<file path="config.mk">
export PLATFORM = sky130hd
export DESIGN_NAME = dram_cmd_sequencer
export DESIGN_NICKNAME = d
export VERILOG_FILES = /design/src/rtl/dram_cmd_sequencer_pkg.sv /design/src/rtl/dram_cmd_sequencer_timer.sv /design/src/rtl/dram_cmd_sequencer.sv
export SDC_FILE = /design/constraint.sdc
export NUM_CORES = 1
export LEC_CHECK = 0
export BUFFER_PORTS_ARGS = -buffer_cell sky130_fd_sc_hd__buf_2
export CAP_MARGIN = 20
export CORE_MARGIN = 2
export CORE_UTILIZATION = 48
export DETAILED_ROUTE_END_ITERATION = 8
export GPL_TIMING_DRIVEN = 0
export PLACE_DENSITY = 0.77
export SLEW_MARGIN = 10
export SYNTH_ARGS = -nofsm -noshare
export SYNTH_HDL_FRONTEND = slang
export SYNTH_SLANG_ARGS = --single-unit
export TNS_END_PERCENT = 30
</file>
<file path="constraint.sdc">
create_clock -name clk -period 1.9 [get_ports clk]
set_clock_uncertainty 0.15 [all_clocks]
set_input_delay 0.57 -clock clk [delete_from_list [all_inputs] [get_ports clk]]
set_output_delay 0.57 -clock clk [all_outputs]
set_load 0.05 [all_outputs]
</file>
<file path="src/rtl/dram_cmd_sequencer_pkg.sv">
// Shared DDR5 timing defaults, command encoding and request layout for the DRAM command sequencer.
// Timing values are in DIMM command-clock cycles.
package dram_cmd_sequencer_pkg;

    localparam int tRCD   = 39;
    localparam int tCAS   = 40;
    localparam int tCWL   = 38;
    localparam int tBURST = 8;
    localparam int tWR    = 72;
    localparam int tRP    = 39;

    typedef enum logic [2:0] {
        CMD_NOP  = 3'd0,
        CMD_ACT0 = 3'd1,
        CMD_ACT1 = 3'd2,
        CMD_RD0  = 3'd3,
        CMD_RD1  = 3'd4,
        CMD_WR0  = 3'd5,
        CMD_WR1  = 3'd6,
        CMD_PRE  = 3'd7
    } dram_cmd_e;

    typedef struct packed {
        logic [1:0]  op;
        logic [35:0] addr;
    } req_t;

    localparam logic [1:0] OP_WR  = 2'd1;
    localparam logic [1:0] OP_ERR = 2'd3;

    // Address slices feeding the command bus fields.
    localparam int CH_BIT   = 6;
    localparam int BG_MSB   = 9;
    localparam int BG_LSB   = 7;
    localparam int BA_MSB   = 11;
    localparam int BA_LSB   = 10;
    localparam int ROW_MSB  = 33;
    localparam int ROW_LSB  = 18;
    localparam int COLH_MSB = 17;
    localparam int COLH_LSB = 12;
    localparam int COLL_MSB = 5;
    localparam int COLL_LSB = 2;

endpackage

</file>
<file path="src/rtl/dram_cmd_sequencer_timer.sv">
// Reusable wait counter: loads a cycle count and decrements to a saturating zero.
// expired marks the final cycle of a loaded wait (count at 1) or an idle counter (count at 0).
module dram_timer #(
    parameter int W = 8
) (
    input  logic         clk,
    input  logic         rst_n,
    input  logic         load,
    input  logic [W-1:0] load_val,
    output logic         expired
);

    logic [W-1:0] cnt_q, cnt_d;

    always_comb begin
        cnt_d = cnt_q;
        if (load) begin
            cnt_d = load_val;
        end else if (cnt_q != '0) begin
            cnt_d = cnt_q - W'(1);
        end
    end

    always_ff @(posedge clk or negedge rst_n) begin
        if (!rst_n) begin
            cnt_q <= '0;
        end else begin
            cnt_q <= cnt_d;
        end
    end

    assign expired = (cnt_q <= W'(1));

endmodule

</file>
<file path="src/rtl/dram_cmd_sequencer.sv">
// Closed-page DDR5 command sequencer: one request in flight, ACT/CAS/PRE with tRCD/tCAS/tCWL/tWR/tRP enforced.
// Commands are decoded combinationally from the state register; req_ready is high only in IDLE.
module dram_cmd_sequencer
    import dram_cmd_sequencer_pkg::*;
#(
    parameter int T_RCD   = tRCD,
    parameter int T_CAS   = tCAS,
    parameter int T_CWL   = tCWL,
    parameter int T_BURST = tBURST,
    parameter int T_WR    = tWR,
    parameter int T_RP    = tRP,
    parameter int CNT_W   = 8
) (
    input  logic        clk,
    input  logic        rst_n,
    input  logic        req_valid,
    input  logic [37:0] req_data,
    output logic        req_ready,
    output logic        cmd_valid,
    output logic [2:0]  cmd_code,
    output logic        cmd_ch,
    output logic [2:0]  cmd_bg,
    output logic [1:0]  cmd_ba,
    output logic [15:0] cmd_row,
    output logic [9:0]  cmd_col,
    output logic        done,
    output logic        err_op,
    output logic [63:0] cycle_cnt
);

    localparam logic [3:0] S_IDLE     = 4'd0;
    localparam logic [3:0] S_ACT0     = 4'd1;
    localparam logic [3:0] S_ACT1     = 4'd2;
    localparam logic [3:0] S_WAIT_RCD = 4'd3;
    localparam logic [3:0] S_CAS0     = 4'd4;
    localparam logic [3:0] S_CAS1     = 4'd5;
    localparam logic [3:0] S_WAIT_PRE = 4'd6;
    localparam logic [3:0] S_PRE      = 4'd7;
    localparam logic [3:0] S_WAIT_RP  = 4'd8;

    if (T_RCD >= 2**CNT_W || T_CAS + T_BURST >= 2**CNT_W ||
        T_CWL + T_BURST + T_WR >= 2**CNT_W || T_RP >= 2**CNT_W) begin : g_bad_timing
        $error("dram_cmd_sequencer: timing interval does not fit CNT_W");
    end

    // Wait length = interval minus the command phases already spent, floored at zero.
    function automatic logic [CNT_W-1:0] wait_of(input int ival, input int elapsed);
        logic [CNT_W:0] iv, el;
        iv = (CNT_W+1)'(ival);
        el = (CNT_W+1)'(elapsed);
        return (iv > el) ? CNT_W'(iv - el) : '0;
    endfunction

    localparam int RCD_EFF = (T_RCD < 2) ? 2 : T_RCD;
    localparam logic [CNT_W-1:0] W_RCD    = wait_of(RCD_EFF, 2);
    localparam logic [CNT_W-1:0] W_PRE_RD = wait_of(T_CAS + T_BURST, 2);
    localparam logic [CNT_W-1:0] W_PRE_WR = wait_of(T_CWL + T_BURST + T_WR, 2);
    localparam logic [CNT_W-1:0] W_RP     = wait_of(T_RP, 1);

    logic [3:0]       state_q, state_d;
    req_t             req_q, req_d;
    logic             done_q, done_d;
    logic             err_q, err_d;
    logic [63:0]      cyc_q;
    logic             tmr_load;
    logic [CNT_W-1:0] tmr_val;
    logic             tmr_exp;
    logic             is_wr;
    dram_cmd_e        code;

    assign is_wr = (req_q.op == OP_WR);

    always_comb begin
        state_d  = state_q;
        req_d    = req_q;
        done_d   = 1'b0;
        err_d    = 1'b0;
        tmr_load = 1'b0;
        tmr_val  = '0;
        case (state_q)
            S_IDLE: begin
                if (req_valid) begin
                    req_d = req_t'(req_data);
                    if (req_data[37:36] == OP_ERR) begin
                        err_d = 1'b1;
                    end else begin
                        state_d = S_ACT0;
                    end
                end
            end
            S_ACT0: state_d = S_ACT1;
            S_ACT1: begin
                tmr_val = W_RCD;
                if (W_RCD == '0) begin
                    state_d = S_CAS0;
                end else begin
                    state_d  = S_WAIT_RCD;
                    tmr_load = 1'b1;
                end
            end
            S_WAIT_RCD: if (tmr_exp) state_d = S_CAS0;
            S_CAS0: state_d = S_CAS1;
            S_CAS1: begin
                tmr_val = is_wr ? W_PRE_WR : W_PRE_RD;
                if (tmr_val == '0) begin
                    state_d = S_PRE;
                end else begin
                    state_d  = S_WAIT_PRE;
                    tmr_load = 1'b1;
                end
            end
            S_WAIT_PRE: if (tmr_exp) state_d = S_PRE;
            S_PRE: begin
                tmr_val = W_RP;
                if (W_RP == '0) begin
                    state_d = S_IDLE;
                    done_d  = 1'b1;
                end else begin
                    state_d  = S_WAIT_RP;
                    tmr_load = 1'b1;
                end
            end
            S_WAIT_RP: begin
                if (tmr_exp) begin
                    state_d = S_IDLE;
                    done_d  = 1'b1;
                end
            end
            default: state_d = S_IDLE;
        endcase
    end

    always_ff @(posedge clk or negedge rst_n) begin
        if (!rst_n) begin
            state_q <= S_IDLE;
            req_q   <= '0;
            done_q  <= 1'b0;
            err_q   <= 1'b0;
            cyc_q   <= '0;
        end else begin
            state_q <= state_d;
            req_q   <= req_d;
            done_q  <= done_d;
            err_q   <= err_d;
            cyc_q   <= cyc_q + 64'd1;
        end
    end

    dram_timer #(.W(CNT_W)) u_timer (
        .clk      (clk),
        .rst_n    (rst_n),
        .load     (tmr_load),
        .load_val (tmr_val),
        .expired  (tmr_exp)
    );

    always_comb begin
        code = CMD_NOP;
        case (state_q)
            S_ACT0:  code = CMD_ACT0;
            S_ACT1:  code = CMD_ACT1;
            S_CAS0:  code = is_wr ? CMD_WR0 : CMD_RD0;
            S_CAS1:  code = is_wr ? CMD_WR1 : CMD_RD1;
            S_PRE:   code = CMD_PRE;
            default: code = CMD_NOP;
        endcase
    end

    logic unused_addr;
    assign unused_addr = ^{req_q.addr[35:34], req_q.addr[1:0]};

    assign req_ready = (state_q == S_IDLE);
    assign cmd_code  = code;
    assign cmd_valid = (code != CMD_NOP);
    assign cmd_ch    = req_q.addr[CH_BIT];
    assign cmd_bg    = req_q.addr[BG_MSB:BG_LSB];
    assign cmd_ba    = req_q.addr[BA_MSB:BA_LSB];
    assign cmd_row   = req_q.addr[ROW_MSB:ROW_LSB];
    assign cmd_col   = {req_q.addr[COLH_MSB:COLH_LSB], req_q.addr[COLL_MSB:COLL_LSB]};
    assign done      = done_q;
    assign err_op    = err_q;
    assign cycle_cnt = cyc_q;

endmodule

</file>
**After elaboration in Yosys (flattened, before gate mapping)**

Index checks and enable logic that the tools add are counted.

- Reduce and logical (&&, ||, !) cells: 8
- $add $sub $neg: 2
- Mux-type cells: 21
- Eq/ne operators: 15
- $lt $le $gt $ge: 1

Operators by type and width:

| kind | count |
|---|---|
| 64-bit by 1-bit adder with 64-bit output (second input constant) | 1 |
| 4-bit case mux with 9 select lines | 1 |
| 7-bit case mux with 3 select lines | 1 |
| 4-bit 2-to-1 mux | 5 |
| 4-bit by 3-bit == test with 1-bit output (second input constant) | 4 |
| 8-bit 2-to-1 mux | 2 |
| 3-bit case mux with 5 select lines | 1 |
| 2-bit inequality test (second input constant) | 5 |
| 4-bit by 2-bit == test with 1-bit output (second input constant) | 2 |
| 8-bit by 1-bit <= comparator with 1-bit output (second input constant) | 1 |
| 8-bit zero test | 1 |
| 8-bit nonzero test | 1 |
| 8-bit by 1-bit subtractor with 8-bit output (second input constant) | 1 |
| 1-bit 2-to-1 mux | 7 |
| 7-bit 2-to-1 mux | 1 |
| 5-bit AND reduction | 1 |
| 4-bit by 1-bit == test with 1-bit output (second input constant) | 1 |
| 4-bit == test (second input constant) | 1 |
| 4-bit zero test | 1 |
| 3-bit 2-to-1 mux | 1 |
| 3-bit nonzero test | 1 |
| 2-bit by 1-bit == test with 1-bit output (second input constant) | 1 |
| 2-bit == test (second input constant) | 1 |
| 2-bit 2-to-1 mux | 1 |
| 4 further kinds | 4 |

- Register bits: 114
- Word-level logic and storage cells: 54

**Logic depth before layout (Yosys ltp)**

Gate-level depths: netlist of the first run.

- Depth in word-level cells: 6
- Depth in mapped cells: 7

**By module**

A second synthesis of the first run with hierarchy kept.

- Cell total of the unflattened synthesis: 494
- Area total of the unflattened synthesis: 5479.0 sq um

By module, submodules not included:

| module | cells each | times used | area each (sq um) |
|---|---|---|---|
| dram_cmd_sequencer | 439 | 1 | 4957.3 |
| dram_timer | 55 | 1 | 521.8 |

**Worst setup path after synthesis of the first run**

No wires, ideal clock.

- Kind: reg2reg
- From: register state_q[1]
- To: register req_q (netlist bit cmd_ba[0])
- Data arrival time: 3.148 ns
- Cell stages (with the launch flop): 5
- Slack: -1.522 ns
- Setup time: 0.125 ns
- Path through: dfrtp_1 nor4_1 nand2_1 clkbuf_1 mux2_2

- Word-level cells in the longest chain between the ends: 2

RTL lines:

| element | RTL line | source |
|---|---|---|
| from (decl) | dram_cmd_sequencer.sv:60 | `logic [3:0] state_q, state_d;` |
| from (signal assigned) | dram_cmd_sequencer.sv:141 | `state_q <= state_d;` |
| 4-bit zero test | -- |  |
| net req_ready | dram_cmd_sequencer.sv:18 | `output logic req_ready,` |
| 2-bit AND reduction (no source line) | -- |  |
| to (signal assigned) | dram_cmd_sequencer.sv:142 | `req_q <= req_d;` |
| to (decl) | dram_cmd_sequencer.sv:61 | `req_t req_q, req_d;` |

The timed path passes the listed nets, and every way through them passes these cells.
A chain may end at the register's enable or synchronous reset.

**Worst setup path in the final report of the first run**

- From: register state_q[0]
- To: output cmd_code[1]

- Word-level cells in the longest chain between the ends: 2
- Elaborated cells on any way between the ends: 6
- Those cells by class: eq/ne: 5; mux: 1

RTL lines:

| element | RTL line | source |
|---|---|---|
| 4-bit by 3-bit == test with 1-bit output, or another cell as far along | dram_cmd_sequencer.sv:159 | `case (state_q)` |
| 3-bit case mux with 5 select lines (*) | dram_cmd_sequencer.sv:159 |  |
| to (decl) | dram_cmd_sequencer.sv:20 | `output logic [2:0] cmd_code,` |

Mark *: on every way between the ends. The rest lies on a longest branch, timed or not.

==> results of run 1 <==
[final cells by class]
type / instances / area [sq um]
Fill cell: 729 / 3130
Sequential cell: 112 / 2840
Multi-Input combinational cell: 310 / 2670
Timing Repair Buffer: 210 / 1410
Buffer: 40 / 332
Tap cell: 140 / 175
Clock buffer: 13 / 149
Clock inverter: 3 / 42.5
Inverter: 10 / 37.5
[layout by cell type, fill, tap and decap left out, drive strengths merged, types with 3 or more instances in the layout]
cell	count
buf	243
dfrtp	112
nand2	43
nor2	39
xnor2	37
mux2	34
xor2	32
nand3	32
nand4	19
clkbuf	19
nor3	15
nor4	10
inv	10
and3	9
a21oi	5
o21ai	5
ha	4
nand2b	3
[flip-flops by register name, summed over array words and instances, names as in the netlist]
signal	flops
cycle_cnt	64
cmd_ba	2
cmd_ch	1
u_timer.cnt_q	8
state_q	4
cmd_bg	3
err_op	1
req_q	2
cmd_col	10
cmd_row	16
done	1
[power breakdown]
| group | internal [mW] | switching (mW) | leakage (nW) |
|---|---|---|---|
| sequential | 2.84 | 0.292 | 1.41 |
| combinational | 1.41 | 2.21 | 2.50 |
| clock | 0.648 | 0.796 | 0.0936 |
| total | 4.90 | 3.30 | 4.00 |
[worst max-delay path by stage]
| stage | start | end | slack (ps) | cells after the start |
|---|---|---|---|---|
| after detailed placement | state_q[0]$_DFFE_PN0P_ | cmd_code[1] | -480 | 6 |
| final | state_q[0]$_DFFE_PN0P_ | cmd_code[1] | -510 | 6 |
| after floorplan | state_q[1]$_DFFE_PN0P_ | cmd_ba[0]$_DFFE_PN0P_ | -250 | 4 |
| after global placement | rst_n | cycle_cnt[15]$_DFF_PN0_ | -1370 | 1 |
| after global routing | state_q[0]$_DFFE_PN0P_ | cmd_code[1] | -630 | 6 |
| after CTS | state_q[2]$_DFFE_PN0P_ | cmd_code[1] | -440 | 6 |
[routing by layer]
| metal | routed length [um] | global-route usage |
|---|---|---|
| met1 | 5300 | 0.258 |
| met2 | 6890 | 0.350 |
| met5 | 0 | 0 |
| met3 | 876 | 0.0586 |
| met4 | 114 | 0.0705 |
[per-stage QoR]
stage	hold slack [ps]	power, mW
floorplan	124	5.86
global placement	303	6.40
detailed placement	308	6.49
CTS	251	8.08
global route	247	8.58
finish	273	8.20
[kinds of logic after synthesis]
| logic type | Yosys count |
|---|---|
| xor gates and xnor gates | 69 |
| AOI/OAI and AO/OA | 19 |
| DFF | 112 |
| muxes | 35 |
| and+or+nand+nor | 183 |
| buffers and inverters | 50 |
| adders and majority gates | 4 |
[repair_timing]
action | CTS | global route
buffers inserted | 37 | 32
setup endpoints to repair | 45 | 97
pin swaps | 22 | 45
hold endpoints to repair | 30 | 0
resized for setup | 69 | 82
hold buffers | 1 | 0
[critical path, stage by stage (launching register included)]
cell and delay [ps]:
dfrtp_2 400, clkbuf_2 250, inv_1 110, o21ai_1 200
a22oi_2 110, nor2_4 100, buf_6 160
==> metrics.md, run 1 <==
| Metric | Value |
|---|---|
| Startpoint types | `flop` |
| Hold_sp | `req_data[15]` |
| Max-cap viol count | `0` |
| Vias in the first global route | `4104` |
| Layout Cells excl Fill | `~840` |
| WL final | `roughly 13000 um` |
| Static Leak | `~4 nW` |
| Global route overflow | `0` |
| Largest net degree at the start of global routing | `62` |
| Failing checks | `setup timing` |
| Cell taking the most area after synthesis | `dfrtp_1` |
| Post-DP Area | `between 6000 and 7000 sq um` |
| Adder-Cell Fraction of Synth Area | `0.00945` |
| Area Overhead vs Synth | `44.8%` |
| Max-slew violations | `0` |
| Synthesized area | `5290 sq um` |
| Rows | `38` |
| Sequential area share after synthesis | `0.529` |
| Top-count cell post-synth | `dfrtp_1` |
| Syn_area_per_cell | `11.2 sq um` |
| Post-route cell area | `roughly 7700 sq um` |
| Ranking of synthesized cells by area | `dfrtp_1 (53%), mux2_2 (7.2%), xnor2_1 (6.1%)` |
| Part of the cycle the worst path needs | `1.27` |
| Setup TNS | `-2970 ps` |
| Main synth FF type | `dfrtp_1` |
| Detailed placer's ending HPWL | `between 8000 and 9000 um` |
| Data required, critical path | `between 1000 and 1500 ps` |
| Slew @ Worst Pin | `around 490 ps` |
| Routed vias | `4354` |
| Simple-gate share of the synthesized area | `0.190` |
| Final WS setup | `-507 ps` |
| Chip width | `109 um` |
| Mux contribution to synthesized area | `0.0742` |
| CP Class | `reg2out` |
| Worst IR Drop VDD | `between 0.9 and 1 mV` |
| Fmax | `a little over 400 MHz` |
| R2r startpoint | `cycle_cnt[0]$_DFF_PN0_` |
| Via/cell ratio | `5.20` |
| CP Max Fanout | `10` |
| Die Y | `109 um` |
| Longest Clk Path Bufs | `2` |
| CTS Buf Count | `9` |
| R2r setup slk | `-120 ps` |
| I/O Buffers | `around 140` |
| Fin util | `0.710` |
| Hold crit path type | `in2reg` |
| H-tree levels | `3` |
| Post-Syn Instances | `roughly 470` |
| Clk root buf | `clkbuf_8` |
| Syn Nets | `slightly above 500` |
| Post-Synth XOR/XNOR Area | `0.114` |
| DRC Markers | `0` |
| Slew HR | `0.673` |
| Final Hold Fails | `0` |
| First-pass iteration count of the detailed router | `4` |
| NumNets Final | `around 740` |
| RSZ-0062 raised after global routing | `true` |
| Die area | `about 12000 sq um` |
| Initial Utilization | `0.490` |
| ANT nets after route | `0` |
| Drt wl/cell | `approximately 16 um` |
| Post-synth EDFFs | `0` |
| Clock Latency Late Sink | `~370 ps` |
| Antenna diode count | `0` |
| Post-synth top area share | `0.529` |
| CP Data Arrival Time | `about 1700 ps` |
| GPL Wtd Cong | `about 0.86` |
| Main combinational cell family by area after synthesis | `simple AND/OR/NAND/NOR gates` |
| Commonest cells in the netlist | `dfrtp_1 (112), nand2_1 (43), nor2_1 (39)` |
| Asr flop ratio synth | `1.00` |
| Layout cells sized above 1 | `0.567` |
| Synth Area in Compound Gates | `0.0234` |
| Reg clk slew, reported paths | `~100 ps` |
| GRT Util Overall | `0.208` |
| Hold Path End | `cmd_col[7]$_DFFE_PN0P_` |
| Initial detailed-routing violation count | `140` |
| Global-route wire length before repair | `~19000 um` |
| Post-Place Cells | `roughly 750` |
| CTS tree | `done` |
| Synth Warn # | `0` |
| Core Region | `around 11000 sq um` |
| Final min period | `between 2000 and 2500 ps` |
| Status | `complete, but fails checks` |
| Final setup violation count | `22` |
| Worst R2R Path Depth | `8` |
| Clock Sinks | `between 100 and 150` |
| WHS Path Cells | `2` |
| FF+latch count, synth | `around 110` |
| Dpl ws | `-475 ps` |
| IO Count | `about 140` |
| Worst R2R End | `cycle_cnt[57]$_DFF_PN0_` |
| Synth cell types | `41` |
| Crit. End Element | `output port` |
| Antenna violations before repair | `0` |
| Pwr Density | `1070 nW/um^2` |
Note: power is estimated with default switching activity, not from simulation.
==> inputs of run 2 (changes only) <==
--- a/config.mk
+++ b/config.mk
@@ -12,6 +12,7 @@
 export DETAILED_ROUTE_END_ITERATION = 8
 export GPL_TIMING_DRIVEN = 0
 export PLACE_DENSITY = 0.77
+export REMOVE_ABC_BUFFERS = 1
 export SLEW_MARGIN = 10
 export SYNTH_ARGS = -nofsm -noshare
 export SYNTH_HDL_FRONTEND = slang
==> metrics.md, run 2 (same netlist as run 1, synthesis figures left out) <==
| Metric | Value |
|---|---|
| CP Class | `reg2out` |
| Fmax | `417 MHz (+0.33%)` |
| Commonest non-fill, non-tap cell in the layout | `buf_2` |
| Most frequent cells in the layout | `buf_2 (118), dfrtp_1 (88), buf_4 (60), nand2_1 (42), xnor2_1 (35)` |
| Core Region | `10800 sq um (unchanged)` |
| Final Hold Fails | `0 (unchanged)` |
| CP Cell Sequence | `buf_6 > nor2_4 > nand2_1 > o21ai_1 > a22oi_1 > nor2_1 > buf_6` |
| CP max-delay cell | `dfrtp_2` |
| Failing checks | `setup timing` |
| Worst path bufs/invs | `2 (-1)` |
| Worst IR Drop VDD | `1.03 mV (+14%)` |
| Top delay family on crit path | `flip-flops` |
| Drt wl/cell | `16.0 um (+2.1%)` |
| RSZ-0062 raised after global routing | `true` |
| DRC Markers | `0 (unchanged)` |
| Reg clk slew, reported paths | `100 ps (about the same)` |
| GPL Wtd Cong | `0.849 (-0.83%)` |
| Die Y | `109 um (unchanged)` |
| Startpoint types | `flop` |
| I/O Buffers | `139 (unchanged)` |
| Clk root buf | `clkbuf_8` |
| First-pass iteration count of the detailed router | `4 (unchanged)` |
| Largest net degree at the start of global routing | `58 (-6.5%)` |
| Max-slew violations | `0 (unchanged)` |
| Static Leak | `3.75 nW (-6.4%)` |
| IO Count | `144 (unchanged)` |
| Initial detailed-routing violation count | `252 (+80%)` |
| ANT nets after route | `0 (unchanged)` |
| Slew @ Worst Pin | `524 ps (+33.3 ps)` |
| Detailed placer's ending HPWL | `8010 um (-1.1%)` |
| Routed vias | `4151 (-4.7%)` |
| Final setup violation count | `53 (+140%)` |
| Slew HR | `0.651 (-0.0222)` |
| Final WS setup | `-499 ps (+7.95 ps)` |
| Status | `complete, but fails checks` |
| Part of the cycle the worst path needs | `1.26 (-0.00419)` |
| Chip width | `109 um (unchanged)` |
| Max reg flops | `64 (unchanged)` |
| Clock Sinks | `112 (unchanged)` |
| Clock Latency Late Sink | `370 ps (about the same)` |
| Vias in the first global route | `3939 (-4.0%)` |
| Final min period | `2400 ps (-7.95 ps)` |
| Crit. End Element | `output port` |
| GRT Util Overall | `0.203 (-0.00500)` |
| Hold crit path type | `in2async` |
| Setup TNS | `-3780 ps (-810 ps)` |
| CP Max Fanout | `4 (-6)` |
| Area Overhead vs Synth | `36.6%` |
| Layout cells sized above 1 | `0.522 (-0.0453)` |
| Max-cap viol count | `0 (unchanged)` |
| NumNets Final | `697 (-5.6%)` |
| CP Data Arrival Time | `1680 ps (about the same)` |
| Longest Clk Path Bufs | `2 (unchanged)` |
| Initial Utilization | `0.490 (unchanged)` |
| Pwr Density | `1080 nW/um^2 (+0.68%)` |
| Crit-path most repeated cell | `buf_6` |
| Critical path's largest stage delay | `460 ps (+60 ps)` |
| Hold slack | `2.45 ps (-271 ps)` |
| Rows | `38 (unchanged)` |
| CTS Buf Count | `9 (unchanged)` |
| WL final | `12800 um (-2.9%)` |
| CTS tree | `done` |
| H-tree levels | `3 (unchanged)` |
| Global-route wire length before repair | `19000 um (-1.8%)` |
| Antenna diode count | `0 (unchanged)` |
| Power consumption | `7.79 mW (-5.0%)` |
| Data required, critical path | `1180 ps (about the same)` |
| Global route overflow | `0 (unchanged)` |
| Antenna violations before repair | `0 (unchanged)` |
| Via/cell ratio | `5.21 (+0.24%)` |
| Die area | `11900 sq um (unchanged)` |
[run 2: final timing paths]
kind	endpoint	startpoint	cells past startpoint	slack [ps]
setup / recovery	cmd_code[1]	state_q[0]$_DFFE_PN0P_	7	-500
hold / removal	u_timer.cnt_q[4]$_DFFE_PN0P_	rst_n	1	2
setup reg to reg	u_timer.cnt_q[1]$_DFFE_PN0P_	state_q[2]$_DFFE_PN0P_	7	-80
hold reg to reg	cycle_cnt[63]$_DFF_PN0_	cycle_cnt[63]$_DFF_PN0_	1	330
max in group asynchronous	cycle_cnt[54]$_DFF_PN0_	rst_n	2	920
min in group clk	cmd_row[12]$_DFFE_PN0P_	req_data[30]	2	270
[run 2: what timing repair did]
| action | in CTS | in global routing |
|---|---|---|
| pin swaps | 28 | 36 |
| endpoints found under the hold margin | 0 | 0 |
| setup endpoints to repair | 93 | 95 |
| hold buffers | 0 | 0 |
| resized for setup | 61 | 87 |
| setup buffers | 22 | 47 |
[run 2: power by group]
part           leakage (nW)  internal, mW  total, mW  switching (mW)
logic                  2.21         0.945       3.05            2.10
clock network         0.113         0.784       1.61           0.823
registers              1.43          2.84       3.14           0.293
[run 2: routing by layer]
metal | global-route usage | part of all wire | vias up
met5 | 0 | 0 | -
met4 | 0.0522 | 0.013 | 0
met3 | 0.0496 | 0.061 | 16
met2 | 0.344 | 0.52 | 149
met1 | 0.262 | 0.41 | 2040
li1 | - | - | 1946
[run 2: through the flow]
stage / worst slack [ps] / std cells / util / instance area [sq um]
2_1_floorplan: -2220 / 432 / - / 5020
3_3_place_gp: -1130 / 711 / 0.546 / 5890
3_5_place_dp: -977 / 713 / 0.550 / 5940
4_1_cts: -420 / 751 / 0.610 / 6580
5_1_grt: -567 / 797 / 0.670 / 7230
6_report: -499 / 797 / 0.670 / 7230
[run 2: cell type report]
class	count	area (sq um)
Clock inverter	6	90.1
Fill cell	815	3560
Sequential cell	112	2830
Tap cell	140	175
Multi-Input combinational cell	310	2560
Inverter	10	37.5
Clock buffer	10	138
Timing Repair Buffer	209	1400
